==> config.mk <==
export PLATFORM = sky130hd
export DESIGN_NAME = dffram_arbiter
export DESIGN_NICKNAME = d
export VERILOG_FILES = /design/src/rtl/dffram_arb_pkg.sv /design/src/rtl/arb_sat_counter.sv /design/src/rtl/dffram_arbiter.sv
export SDC_FILE = /design/constraint.sdc
export NUM_CORES = 1
export LEC_CHECK = 0
export CAP_MARGIN = 20
export CORE_ASPECT_RATIO = 0.9
export CORE_MARGIN = 2
export CORE_UTILIZATION = 26
export CTS_CLUSTER_SIZE = 28
export DETAILED_ROUTE_END_ITERATION = 6
export GPL_ROUTABILITY_DRIVEN = 0
export GPL_TIMING_DRIVEN = 1
export PLACE_DENSITY = 0.8
export SKIP_CTS_REPAIR_TIMING = 1
export SYNTH_ARGS = -nofsm -noshare
export SYNTH_HDL_FRONTEND = slang
export SYNTH_SLANG_ARGS = --single-unit
==> constraint.sdc <==
create_clock -name clk -period 2.5 [get_ports clk]
set_input_delay 0.25 -clock clk [delete_from_list [all_inputs] [get_ports clk]]
set_output_delay 0.25 -clock clk [all_outputs]
set_load 0.005 [all_outputs]
==> src/rtl/dffram_arb_pkg.sv <==
// Shared types for the RAM256 arbiter.
// Owner encoding, default widths, request bundle.
package dffram_arb_pkg;

  localparam int DEF_AW    = 8;
  localparam int DEF_WSIZE = 2;

  typedef enum logic [1:0] {
    OWN_NONE = 2'd0,
    OWN_HOST = 2'd1,
    OWN_FILL = 2'd2
  } owner_e;

  typedef struct packed {
    logic [DEF_WSIZE-1:0]   we;
    logic [DEF_AW-1:0]      addr;
    logic [DEF_WSIZE*8-1:0] wdata;
  } req_t;

endpackage

==> src/rtl/arb_sat_counter.sv <==
// Saturating up-counter with clear priority.
// Used for host starvation and fill burst length.
module arb_sat_counter #(
  parameter int MAX = 4,
  localparam int W = $clog2(MAX + 1)
) (
  input  logic         clk,
  input  logic         rst_n,
  input  logic         inc_i,
  input  logic         clr_i,
  output logic [W-1:0] cnt_o,
  output logic         at_max_o
);

  logic [W-1:0] cnt_q;
  logic [W-1:0] cnt_d;

  // next count: clear wins, increment stops at MAX
  always_comb begin
    cnt_d = cnt_q;
    if (clr_i)
      cnt_d = '0;
    else if (inc_i && cnt_q != W'(MAX))
      cnt_d = cnt_q + W'(1);
  end

  // count register
  always_ff @(posedge clk or negedge rst_n) begin
    if (!rst_n) cnt_q <= '0;
    else        cnt_q <= cnt_d;
  end

  assign cnt_o    = cnt_q;
  assign at_max_o = (cnt_q == W'(MAX));

endmodule

==> src/rtl/dffram_arbiter.sv <==
// Host / line-fill arbiter for the RAM256 DFFRAM.
// Fill-first priority, bounded by starvation and burst limits.
module dffram_arbiter
  import dffram_arb_pkg::*;
#(
  parameter int WSIZE      = DEF_WSIZE,
  parameter int AW         = DEF_AW,
  parameter int STARVE_MAX = 4,
  parameter int BURST_MAX  = 8
) (
  input  logic               clk,
  input  logic               rst_n,
  input  logic               h_req,
  input  logic [WSIZE-1:0]   h_we,
  input  logic [AW-1:0]      h_addr,
  input  logic [WSIZE*8-1:0] h_wdata,
  output logic               h_gnt,
  output logic               h_rvalid,
  output logic [WSIZE*8-1:0] h_rdata,
  input  logic               f_req,
  input  logic [WSIZE-1:0]   f_we,
  input  logic [AW-1:0]      f_addr,
  input  logic [WSIZE*8-1:0] f_wdata,
  input  logic               f_lock,
  output logic               f_gnt,
  output logic               f_rvalid,
  output logic [WSIZE*8-1:0] f_rdata,
  output logic               ram_en,
  output logic [WSIZE-1:0]   ram_we,
  output logic [AW-1:0]      ram_a,
  output logic [WSIZE*8-1:0] ram_di,
  input  logic [WSIZE*8-1:0] ram_do
);

  localparam int SW = $clog2(STARVE_MAX + 1);
  localparam int BW = $clog2(BURST_MAX + 1);

  logic [SW-1:0] starve_cnt;
  logic [BW-1:0] burst_cnt;
  logic          starve_at;
  logic          burst_at;
  logic          host_pri;
  logic          cnt_unused;
  owner_e        owner_q;
  owner_e        owner_d;

  // While the fill holds its lock, only the burst limit yields
  assign host_pri = (starve_at & ~f_lock) | burst_at;

  assign h_gnt = rst_n & h_req & (~f_req | host_pri);
  assign f_gnt = rst_n & f_req & ~(h_req & host_pri);

  assign cnt_unused = ^{starve_cnt, burst_cnt};

  arb_sat_counter #(.MAX(STARVE_MAX)) u_starve (
    .clk      (clk),
    .rst_n    (rst_n),
    .inc_i    (h_req & ~h_gnt),
    .clr_i    (h_gnt | ~h_req),
    .cnt_o    (starve_cnt),
    .at_max_o (starve_at)
  );

  arb_sat_counter #(.MAX(BURST_MAX)) u_burst (
    .clk      (clk),
    .rst_n    (rst_n),
    .inc_i    (f_gnt & f_lock),
    .clr_i    (~f_lock | h_gnt),
    .cnt_o    (burst_cnt),
    .at_max_o (burst_at)
  );

  // RAM pins follow the granted requester, idle at zero
  always_comb begin
    ram_en = 1'b0;
    ram_we = '0;
    ram_a  = '0;
    ram_di = '0;
    unique case (1'b1)
      h_gnt: begin
        ram_en = 1'b1;
        ram_we = h_we;
        ram_a  = h_addr;
        ram_di = h_wdata;
      end
      f_gnt: begin
        ram_en = 1'b1;
        ram_we = f_we;
        ram_a  = f_addr;
        ram_di = f_wdata;
      end
      default: ;
    endcase
  end

  // who gets Do0 next cycle
  always_comb begin
    owner_d = OWN_NONE;
    if (h_gnt && h_we == '0)
      owner_d = OWN_HOST;
    else if (f_gnt && f_we == '0)
      owner_d = OWN_FILL;
  end

  // response-owner register
  always_ff @(posedge clk or negedge rst_n) begin
    if (!rst_n) owner_q <= OWN_NONE;
    else        owner_q <= owner_d;
  end

  assign h_rvalid = (owner_q == OWN_HOST);
  assign f_rvalid = (owner_q == OWN_FILL);
  assign h_rdata  = h_rvalid ? ram_do : '0;
  assign f_rdata  = f_rvalid ? ram_do : '0;

endmodule
==> impl_metrics.py <==
metrics = {
    "sta": {
        "worst-slew-pin-transition_ns": 0.3209,
        "final-hold-violation-count": 0,
        "grt_setup_unrepaired": "yes",
        "layout_min_cycle_time_ns": 2.484,
        "max_clock_freq_mhz": 402.6,
        "setup_viol": 0,
        "final_min_period_over_clock_period_pct": 99.34,
        "holdWs_ns": 0.3777,
        "setup_tns_ns": 0,
        "maxSlewHeadroom_pct": 78.61,
        "fin_skew_ns": 0.002746,
        "timing_max_transition_violations_final": 0,
        "postLayoutSetupSlackWorst_ns": 0.01638,
    },
    "critical_path": {
        "critical_path.startpoint_type": "flop",
        "r2r-end": "u_burst.cnt_o[3]",
        "rr_worst_depth": 6,
        "path_buf_inv": 3,
        "timing.critical_path.slowest_stage_cell": "clkdlybuf4s50_1",
        "worst_ep_required_ns": 2.25,
        "crit_path_leading_delay_family": "buffers and inverters",
        "setup.worst_path.end_class": "primary output",
        "critPathMaxStageDelay_ns": 0.50,
        "critical_path.cell_chain": "inv_1 -> ha_2 -> and4b_2 -> nor3_4 -> buf_6 -> a22o_1 -> clkdlybuf4s50_1",
        "origin_of_the_critical_flop_to_flop_path": "u_starve.cnt_o[0]",
        "worst-endpoint-arrival_ns": 2.23,
        "ff2ff_setup_slack_ns": 0.61,
        "critPathMaxFanout": 13,
        "crit_type": "flop to primary output",
    },
    "synthesis": {
        "synth_top_family_by_area": "simple AND/OR/NAND/NOR gates",
        "synth_cell_types": 29,
        "post_synthesis_net_count": 201,
        "post_synth_edffs": 0,
        "synth-warning-count": 0,
        "postSynth.asyncResetShare_pct": 100.0,
        "ys.flop_type": "dfrtp_1",
        "synthSimpleGateAreaFrac_pct": 36.64,
        "synth_compound_area_share_pct": 29.20,
        "synth_seq_area_share_pct": 21.28,
        "adder_and_majority_cell_fraction_of_the_synthesized_area_pct": 4.728,
        "synth_seq_cells": 9,
        "synthMuxAreaShare_pct": 0.9456,
        "synth_xor_xnor_area_share_pct": 0.8274,
        "syn-instance-count": 124,
        "synthesis.area_um2": 1059,
        "syn_area_per_cell_um2": 8.536,
    },
    "final_layout": {
        "fillers": 318,
        "final_core_util_pct": 68.64,
        "syn_to_final_growth_pct": 147.0,
        "layout-drive-gt1-share_pct": 7.865,
        "final_nets": 345,
        "num_antenna_cells": 0,
    },
    "global_route": {
        "gr-total-overflow": 0,
        "grt_util_all_layers_pct": 17.99,
        "maximum_number_of_pins_on_one_net_before_global_route_repair": 18,
        "antenna_found_initial": 0,
        "grt_pass1_wl_mm": 6.686,
        "grt_pass1_vias": 1424,
    },
    "clock_network": {
        "insertion_delay_ns": 0.24,
        "cts_inserted_buffers": 3,
        "clk_transition_reported_paths_ns": 0.05,
        "cts-root-to-sink-buffers": 2,
        "cts_tree": "done",
        "cts_sinks": 9,
        "clock_tree.root_cell": "clkbuf_8",
        "htreeDepth": 1,
    },
    "routing": {
        "antenna_left": 0,
        "drt-vias-per-instance": 4.974,
        "drt_drc_violations_left": 0,
        "detailedRoute.firstPassIterationCount": 4,
        "route.final.wire_length_mm": 4.485,
        "num_vias": 1557,
        "avgRoutedWirePerCell_um": 14.33,
        "drtIter0Drc": 28,
    },
    "pwr": {
        "peakVddDrop_mv": 0.3273,
        "total_power_w": 0.0006335,
        "static-leakage-power_nw": 1.212,
        "power_density_nw_per_um2": 242.2,
    },
    "die": {
        "ports": 136,
        "starting_density_pct": 27.78,
        "dieWidth_um": 71.26,
        "dieArea_um2": 4598,
        "rows": 21,
        "die_y_um": 64.53,
        "core-area_um2": 3810,
    },
    "place": {
        "pre_cts_ws_ns": 0.1047,
        "placement.io_buffers": 135,
        "place_hpwl_mm": 3.773,
    },
    "status": {
        "outcome": "complete, no violations",
    },
    "job": {
        "drv.max_cap_violation_count": 0,
    },
    "min_path": {
        "holdCritPathClass": "input pin to async pin",
    },
}
-- stage by stage --
step / instances / instance area, um^2
finish: 313 / 2615
global route: 313 / 2615
CTS: 311 / 2549
detailed placement: 307 / 2504
global placement: 307 / 2504
floorplan: 124 / 1059
-- worst reg2reg max path: stages (launching register included) --
cell and delay [ns]:
dfrtp_1 0.40, inv_1 0.06, ha_2 0.21, and4b_2 0.27
buf_4 0.16, or4_1 0.47, a211oi_1 0.23
-- per-layer routing --
layer	global-route usage, %	vias up	wire length, um
met4	4.009	0	47
met3	4.510	6	441
met1	20.43	690	1667
met5	0	-	0
met2	33.56	109	2329
li1	-	752	-
-- cell usage in the layout, fill, tap and decap left out --
cell type / instances
a211oi_1: 4
a21oi_1: 1
a22o_1: 26
a31oi_2: 1
and2_1: 33
and3b_1: 1
and4b_1: 1
and4b_2: 1
buf_4: 8
buf_6: 4
clkbuf_1: 1
clkbuf_8: 3
clkdlybuf4s50_1: 123
dfrtp_1: 9
dlymetal6s2s_1: 12
ha_1: 2
ha_2: 2
inv_1: 6
mux2i_1: 1
nand2_1: 3
nand3_1: 1
nand3b_1: 3
nand4_1: 3
nand4b_1: 1
nor2b_1: 2
nor3_4: 1
nor3b_1: 4
nor3b_2: 1
o21a_1: 1
o21ai_0: 2
o31ai_1: 3
or4_1: 2
xnor2_1: 1
-- report_power, final --
part	total, W	switching, W	internal (W)
registers	0.000160	0.00000719	0.000153
clock network	0.000178	0.0000662	0.000112
logic	0.000295	0.0000894	0.000206
total	0.000633	0.000163	0.000471
-- area by class of cell --
cell class                 instances  area (um^2)  area share [%]
inverter                           6        22.52          0.8612
timing repair buffer             147         1486           56.84
sequential                         9        225.2           8.612
clock buffer                       4        45.04           1.722
tap                               46        57.56           2.201
multi-input combinational        101        778.2           29.76
-- how the worst max path moves through the flow --
| stage | start | endpoint | cells past startpoint |
|---|---|---|---|
| after global routing | u_burst.cnt_o[0] | ram_a[1] | 7 |
| after detailed placement | h_req | ram_di[10] | 6 |
| after global placement | h_req | ram_a[0] | 6 |
| final | u_starve.cnt_o[0] | ram_di[14] | 7 |
| after CTS | u_starve.cnt_o[0] | ram_di[10] | 7 |
| after floorplan | u_starve.cnt_o[0] | ram_a[3] | 7 |
-- registers in the layout, summed over array words and instances, names as in the netlist --
| signal | flops |
|---|---|
| owner_q | 2 |
| u_burst.cnt_o | 4 |
| u_starve.cnt_o | 3 |
-- Yosys cell counts, types with 2 or more instances --
cell type | count | share of area (%)
nor2b_1 | 2 | 1.2
nand4_1 | 3 | 1.8
and2_1 | 33 | 20
clkbuf_1 | 3 | 1.1
nand2_1 | 3 | 1.1
and4b_1 | 2 | 1.9
nor3b_1 | 4 | 2.8
or4_1 | 2 | 1.4
nand3b_1 | 3 | 2.1
a22o_1 | 26 | 22
o21ai_0 | 2 | 0.95
dfrtp_1 | 9 | 21
ha_1 | 4 | 4.7
a211oi_1 | 4 | 2.8
o31ai_1 | 3 | 2.1
inv_1 | 6 | 2.1
buf_2 | 3 | 1.4
-- cells by family after synthesis --
group | after synthesis
flip-flops | 9
AND/OR/NAND/NOR | 57
buffers and inverters | 14
XOR/XNOR | 1
adder cells (fa/ha/maj) | 4
multiplexers | 1
AO/OA/AOI/OAI | 38
(Power assumes the default switching activity.)
